<file path="config.mk">
export PLATFORM = sky130hd
export DESIGN_NAME = s2p_deser
export DESIGN_NICKNAME = d
export VERILOG_FILES = /design/src/rtl/s2p_deser.sv
export SDC_FILE = /design/constraint.sdc
export NUM_CORES = 1
export LEC_CHECK = 0
export ABC_AREA = 0
export CORE_MARGIN = 3
export CORE_UTILIZATION = 44
export DETAILED_ROUTE_END_ITERATION = 12
export PLACE_DENSITY = 0.77
export SYNTH_ARGS = -nofsm -noshare
export SYNTH_HDL_FRONTEND = slang
export SYNTH_SLANG_ARGS = --single-unit
</file>
<file path="constraint.sdc">
create_clock -name clka -period 2.4 [get_ports clka]
set_input_delay 0.24 -clock clka [delete_from_list [all_inputs] [get_ports clka]]
set_output_delay 0.24 -clock clka [all_outputs]
set_load 0.02 [all_outputs]
</file>
<file path="src/rtl/s2p_deser.sv">
`default_nettype none
//------------------------------------------------------------------------------
// Module      : s2p_deser
// Description : Serial-to-parallel deserializer. Collects one bit per clka edge
//               while wra_n is low and emits each WIDTH-bit word with a pulse.
// Revision    : 1.0 - initial release
//------------------------------------------------------------------------------
module s2p_deser #(
    parameter int WIDTH     = 8,
    parameter bit MSB_FIRST = 1'b1
) (
    input  logic             clka,
    input  logic             rstn,
    input  logic             wra_n,
    input  logic             da,
    output logic             wrb,
    output logic [WIDTH-1:0] db
);

    localparam int             CNT_W    = $clog2(WIDTH);
    localparam logic [CNT_W-1:0] CNT_LAST = CNT_W'(WIDTH - 1);

    logic [WIDTH-1:0] shift_q, shift_d;
    logic [WIDTH-1:0] shift_next;
    logic [CNT_W-1:0] cnt_q, cnt_d;
    logic [WIDTH-1:0] db_q, db_d;
    logic             wrb_q, wrb_d;

    generate
        if (MSB_FIRST) begin : g_msb_first
            assign shift_next = {shift_q[WIDTH-2:0], da};
        end else begin : g_lsb_first
            assign shift_next = {da, shift_q[WIDTH-1:1]};
        end
    endgenerate

    always_comb begin
        shift_d = shift_q;
        cnt_d   = cnt_q;
        db_d    = db_q;
        wrb_d   = 1'b0;
        if (!wra_n) begin
            shift_d = shift_next;
            if (cnt_q == CNT_LAST) begin
                // db takes the word including the bit captured on this edge
                cnt_d = '0;
                db_d  = shift_next;
                wrb_d = 1'b1;
            end else begin
                cnt_d = cnt_q + CNT_W'(1);
            end
        end else begin
            cnt_d = '0;
        end
    end

    always_ff @(posedge clka) begin
        if (!rstn) begin
            shift_q <= '0;
            cnt_q   <= '0;
            db_q    <= '0;
            wrb_q   <= 1'b0;
        end else begin
            shift_q <= shift_d;
            cnt_q   <= cnt_d;
            db_q    <= db_d;
            wrb_q   <= wrb_d;
        end
    end

    assign wrb = wrb_q;
    assign db  = db_q;

endmodule
`default_nettype wire

</file>
* Word-level counts from Yosys, hierarchy flattened
Cells that the tools add are included.
** Word-level totals
- Register bits :: 19
- Input bits :: 4
- Output and inout bits :: 9
- Logic and storage cells :: 12
** Operators by class
- Add/sub/neg operators :: 1
- Eq/ne operators :: 1
- Multiplexer cells :: 1
- Bitwise operators :: 2
- Reduce and logical (&&, ||, !) cells :: 3
** Operator list (number)
- $add A3 B1 Y3 const B :: 1
- $eq A3 B3 Y1 const B :: 1
- $reduce_or A3 Y1 :: 1
- $not A1 Y1 :: 2
- $reduce_and A2 Y1 :: 1
- $reduce_or A2 Y1 :: 1
- $mux W1 :: 1

* Longest topological paths before layout
Gate-level depths: netlist of the first run.
- Depth after elaboration :: 2
- Gate-level depth with buffers :: 5
- Depth with buffers taken out :: 4

* Worst setup path after synthesis of the first run
Ideal clock, no wire load.
- Kind :: reg2reg
- From :: reg cnt_q[0]
- To :: reg db_q[0] (netlist: db[0])
- Setup time :: 0.119 ns
- Data arrival time :: 1.039 ns
- Data required time :: 2.281 ns
- Slack :: 1.242 ns
- Stages on the path, launching flop included :: 6
- Buffers on the path :: 1
- Period minus slack after synthesis :: 1.158 ns
- Cells stage by stage :: dfxtp_1 > ha_1 > ha_1 > nor2b_4 > buf_6 > mux2i_1
** Between the ends
- Word-level cells in the longest chain between the ends :: 2
** RTL lines
- start: declaration :: RTL line 25 : logic [CNT_W-1:0] cnt_q, cnt_d;
- start signal: assignment :: RTL line 65 : cnt_q <= cnt_d;
- $eq A3 B3 Y1 :: RTL line 44 : if (cnt_q == CNT_LAST) begin
- $reduce_and A2 Y1 (no line)
- end signal: assignment :: RTL line 61 : db_q <= '0;
- end signal: assignment :: RTL line 66 : db_q <= db_d;
- end: declaration :: RTL line 26 : logic [WIDTH-1:0] db_q, db_d;
Every way passes these cells.
A chain may end at the register's enable or synchronous reset.

* Final worst setup path of the first run
- From :: reg db_q[3] (netlist: db[3])
- To :: out db[3]
** RTL lines
- end: declaration :: RTL line 17 : output logic [WIDTH-1:0] db
No word-level cell between the ends.

==> results of run 1 <==
synth_stat cells, drive strengths merged:
master,number
ha,2
mux2i,15
dfxtp,19
nand2,16
nor2b,9
and2,2
and3b,1
buf,4
nor3b,1
through the flow:
step                total power, mW  area [sq um]  utilization [%]  hold slack, ps
floorplan                    0.3464         747.0                -           382.1
global placement             0.3535         862.1            55.30           410.5
detailed placement           0.3539         862.1            55.30           417.7
CTS                          0.5153         889.6            57.06           433.8
global route                 0.5303         889.6            57.06           455.3
finish                       0.5072         889.6            57.06           433.5
power groups by stage:
stage	Combinational [mW]	Clock (mW)	Sequential, mW
after CTS	0.0258	0.168	0.321
after global routing	0.0287	0.180	0.322
after floorplan	0.0187	0	0.328
after detailed placement	0.0256	0	0.328
final	0.0255	0.161	0.321
after global placement	0.0254	0	0.328
final timing paths:
check                           startpoint        to  slack (ps)  cells past startpoint
worst min-delay path              cnt_q[0]  cnt_q[0]         430                      1
worst min register to register    cnt_q[0]  cnt_q[0]         430                      1
worst max register to register    cnt_q[0]     db[3]        1040                      4
worst max-delay path                 db[3]     db[3]         900                      1
layout make-up:
class,count,share of cell area [%]
sequential,19,42.76
multi-input combinational,46,37.55
timing repair buffer,13,14.35
clock buffer,3,2.532
tap,16,2.250
clock inverter,1,0.5626
flip-flops by register name, summed over array words and instances, names as in the netlist:
signal / count
cnt_q: 3
db: 8
shift_q: 7
wrb: 1
metal layers:
layer	track usage (%)	vias to the layer above
met4	9.945	0
li1	-	251
met5	0	-
met3	2.299	4
met1	15.14	212
met2	19.78	11
kinds of logic (layout without fill, tap and decap cells):
logic type | count (synthesis) | count (layout) | share of synthesized area [%]
flops | 19 | 19 | 50.92
fa+ha+maj | 2 | 2 | 3.350
simple gates | 29 | 29 | 21.27
mux | 15 | 15 | 20.10
buf+inv | 4 | 17 | 4.355
==> results.yml, run 1 <==
timing:
  finalSetupViolations: 0
  worst_pin_slew_ps: 541.4
  worst_slew_margin_rel_pct: 63.80
  slew_viol_final: 0
  period_share_pct: 62.38
  rsz0062_at_grt: "false"
  hold_viol_final: 0
  layout_min_cycle_time_ps: 1497
  fin_skew_ps: 2.538
  tns_ps: 0
  fmax_mhz: 667.9
  setup_slack_ps: 902.8
route:
  highest_layer: "met4"
  drt-total-wl_um: 1126
  remaining_drc_errors: 0
  first_pass_iters: 2
  first_iter_violations: 3
  wl_met3_um: 52
  viasPerCell: 4.878
  met1_length_um: 533
  wl_per_cell_um: 11.49
  vias: 478
  postRouteAntennaNets: 0
  wl_met2_um: 518
clocking:
  clk_pin_slew_ps: 110
  cts_setup_buffers: 0
  post_cts_resized: 0
  htree_levels: 1
  clkSinkCount: 19
  clock_latency_ps: 300
  cts_tree: "done"
  hold_buffers: 0
  root_buffer: "clkbuf_4"
  cts_buffers: 3
  clock_path_buffers: 2
synth:
  syn_inst: 69
  yosys_register_bits: 19
  synth_top_area_share_pct: 50.92
  yosysTopAreaCell: "dfxtp_1"
  yosysWarnings: 0
  synth.area.top_cells: "dfxtp_1, mux2i_1, nand2_1"
  syn_avg_cell_area_sq_um: 10.83
  syn_nets: 75
  syn_area_sq_um: 747.0
  synth_seq_area_share_pct: 50.92
  ys_types: 11
critical_path:
  critPathMaxStageDelay_ps: 610
  crit_buf_inv: 1
  slowest_stage: "clkdlybuf4s50_1"
  crit_chain: "clkdlybuf4s50_1"
  cp_top_family: "buffers and inverters"
  critical_path_class: "reg2out"
  crit_arrival_ps: 1260
  required_ps: 2160
  critPathLaunchType: "flop"
  endpoint_kind: "primary output"
  crit_fanout: 2
finish:
  fillCellCount: 135
  antennaDiodeCount: 0
  synthToLayoutAreaGrowth_pct: 19.10
  final_cells: 98
  mostFrequentLayoutCells: "dfxtp_1, nand2_1, mux2i_1"
  layout.nets: 89
  final_common_cell: "dfxtp_1"
  multi_input_area_sq_um: 334.1
  drive_gt1_share_pct: 9.756
  regArea_sq_um: 380.4
power_and_ir_drop:
  p_clk_share_pct: 31.7
  ir_drop_v: 0.0003319
  p_switching_uw: 113.0
  p_seq_share_pct: 63.3
  p_int_uw: 394.2
  combPwrFrac_pct: 5.0
  power.density_mw_per_mm2: 570.2
  leakagePower_nw: 0.3347
  switching_share_pct: 22.28
worst_hold_path:
  hold_path.class: "reg2reg"
global_routing:
  grt_use_total_pct: 12.67
  grt_max_degree: 26
  grt_overflow: 0
  grt_pass1_wl_um: 1904
  antenna_found_initial: 0
  grt_pass1_vias: 455
run:
  cap_violations: 0
placed_design:
  place_congestion: 0.6268
  port_buffers: 12
  preCtsSetupSlack_ps: 725.9
  dp_hpwl_um: 770.1
  placed_cells: 94
floorplan:
  io_pins: 13
  num_rows: 14
  fp.dieArea_sq_mm: 0.002228
  core_sq_mm: 0.001559
  die_h_um: 47.20
  initial_core_util_pct: 47.91
  die_x_um: 47.20
outcome:
  run_status: "complete, no violations"
Power figures use the tool's default switching activity.
==> inputs of run 2 (changes only) <==
clock period = 1.5 ns   (was 2.4 ns; I/O delays follow)
==> run 2 against run 1 <==
  * Via count down 0.63%
  * Global-route usage down 0.64 points
  * Worst hold slack worse by 2.8 ps
==> results.yml, run 2 (synthesis gave the netlist of run 1 again) <==
global_routing:
  grt_pass1_vias: 438
  grt_max_degree: 25
  grt_overflow: 0
  antenna_found_initial: 0
  grt_use_total_pct: 12.02
  grt_pass1_wl_um: 1828
timing:
  fmax_mhz: 717.2
  period_share_pct: 92.95
  worst_slew_margin_rel_pct: 79.07
  slew_viol_final: 0
  finalSetupViolations: 0
  fin_skew_ps: 9.494
  rsz0062_at_grt: "false"
  setup_slack_ps: 105.7
  tns_ps: 0
  hold_slack_ps: 430.7
  layout_min_cycle_time_ps: 1394
  worst_pin_slew_ps: 313.2
  hold_viol_final: 0
clocking:
  clk_pin_slew_ps: 110
  cts_buffers: 3
  hold_buffers: 0
  cts_tree: "done"
  root_buffer: "clkbuf_4"
  clock_latency_ps: 290
  post_cts_resized: 0
  cts_setup_buffers: 0
  htree_levels: 1
  clock_path_buffers: 2
  clkSinkCount: 19
critical_path:
  critical_path_class: "reg2out"
  crit_end: "db[1]"
  required_ps: 1350
  crit_fanout: 2
  critPathLaunchType: "flop"
  crit_chain: "clkdlybuf4s50_1"
  crit_arrival_ps: 1240
  endpoint_kind: "primary output"
  critPathMaxStageDelay_ps: 600
  r2r-start: "cnt_q[0]"
  reg2reg_to: "db[1]"
  cp_top_family: "buffers and inverters"
  crit_buf_inv: 1
  path_depth: 1
  ff2ff_path_depth: 4
  slowest_stage: "clkdlybuf4s50_1"
  r2r_slack_ps: 190
  critPathLaunch: "db[1]"
route:
  first_iter_violations: 4
  vias: 475
  drt-total-wl_um: 1043
  first_pass_iters: 2
  remaining_drc_errors: 0
  viasPerCell: 4.798
  postRouteAntennaNets: 0
  wl_per_cell_um: 10.54
floorplan:
  die_x_um: 47.20
  num_rows: 14
  core_sq_mm: 0.001559
  fp.dieArea_sq_mm: 0.002228
  io_pins: 13
  initial_core_util_pct: 47.91
  die_h_um: 47.20
placed_design:
  place_congestion: 0.6773
  placed_area_sq_um: 869.6
  port_buffers: 12
  dp_hpwl_um: 758.9
  preCtsSetupSlack_ps: 130.6
finish:
  mostFrequentLayoutCells: "dfxtp_1, nand2_1, mux2i_1"
  fillCellCount: 128
  synthToLayoutAreaGrowth_pct: 20.10
  largest_register_ffs: 8
  final_area_sq_um: 897.1
  drive_gt1_share_pct: 10.84
  final_common_cell: "dfxtp_1"
  layout.nets: 90
  antennaDiodeCount: 0
run:
  cap_violations: 0
power_and_ir_drop:
  ir_drop_v: 0.0004094
  power.density_mw_per_mm2: 899.0
  leakagePower_nw: 0.3395
  total_power_uw: 806.5
outcome:
  run_status: "complete, no violations"
worst_hold_path:
  hold_path.class: "reg2reg"
==> run 2: cell types whose count changed in the layout (fill, tap and decap cells not counted) <==
cell,delta
buf_4,+1
==> run 2: worst min path at each step <==
stage                     startpoint  endpoint  cells past startpoint
after floorplan                   da     db[0]                      2
after detailed placement    cnt_q[0]  cnt_q[0]                      1
final                       cnt_q[0]  cnt_q[0]                      1
after global placement      cnt_q[0]  cnt_q[0]                      1
after CTS                         da     db[0]                      3
after global routing        cnt_q[0]  cnt_q[0]                      1
==> run 2: metal layers <==
metal	wire, um	up-vias	track usage [%]
met4	15	0	8.287
met1	528	212	14.42
met2	452	9	17.89
met5	0	-	0
li1	-	252	-
met3	45	2	4.215
==> run 2: power breakdown <==
part,leakage [nW],switching (mW),internal [mW]
sequential,0.154,0.00352,0.510
combinational,0.168,0.0195,0.0226
clock,0.0177,0.152,0.0990
==> run 2: through the flow <==
step / instances / utilization, %
2_1_floorplan: 69 / -
3_3_place_gp: 95 / 55.78
3_5_place_dp: 95 / 55.78
4_1_cts: 99 / 57.54
5_1_grt: 99 / 57.54
6_report: 99 / 57.54
==> run 2: area by class of cell <==
class,count,area (sq um),area share (%)
clock inverters,1,5.005,0.5579
multi-input cells,46,334.1,37.24
well taps,16,20.02,2.232
clock buffers,3,22.52,2.510
flip-flops and latches,19,380.4,42.40
repair buffers,14,135.1,15.06
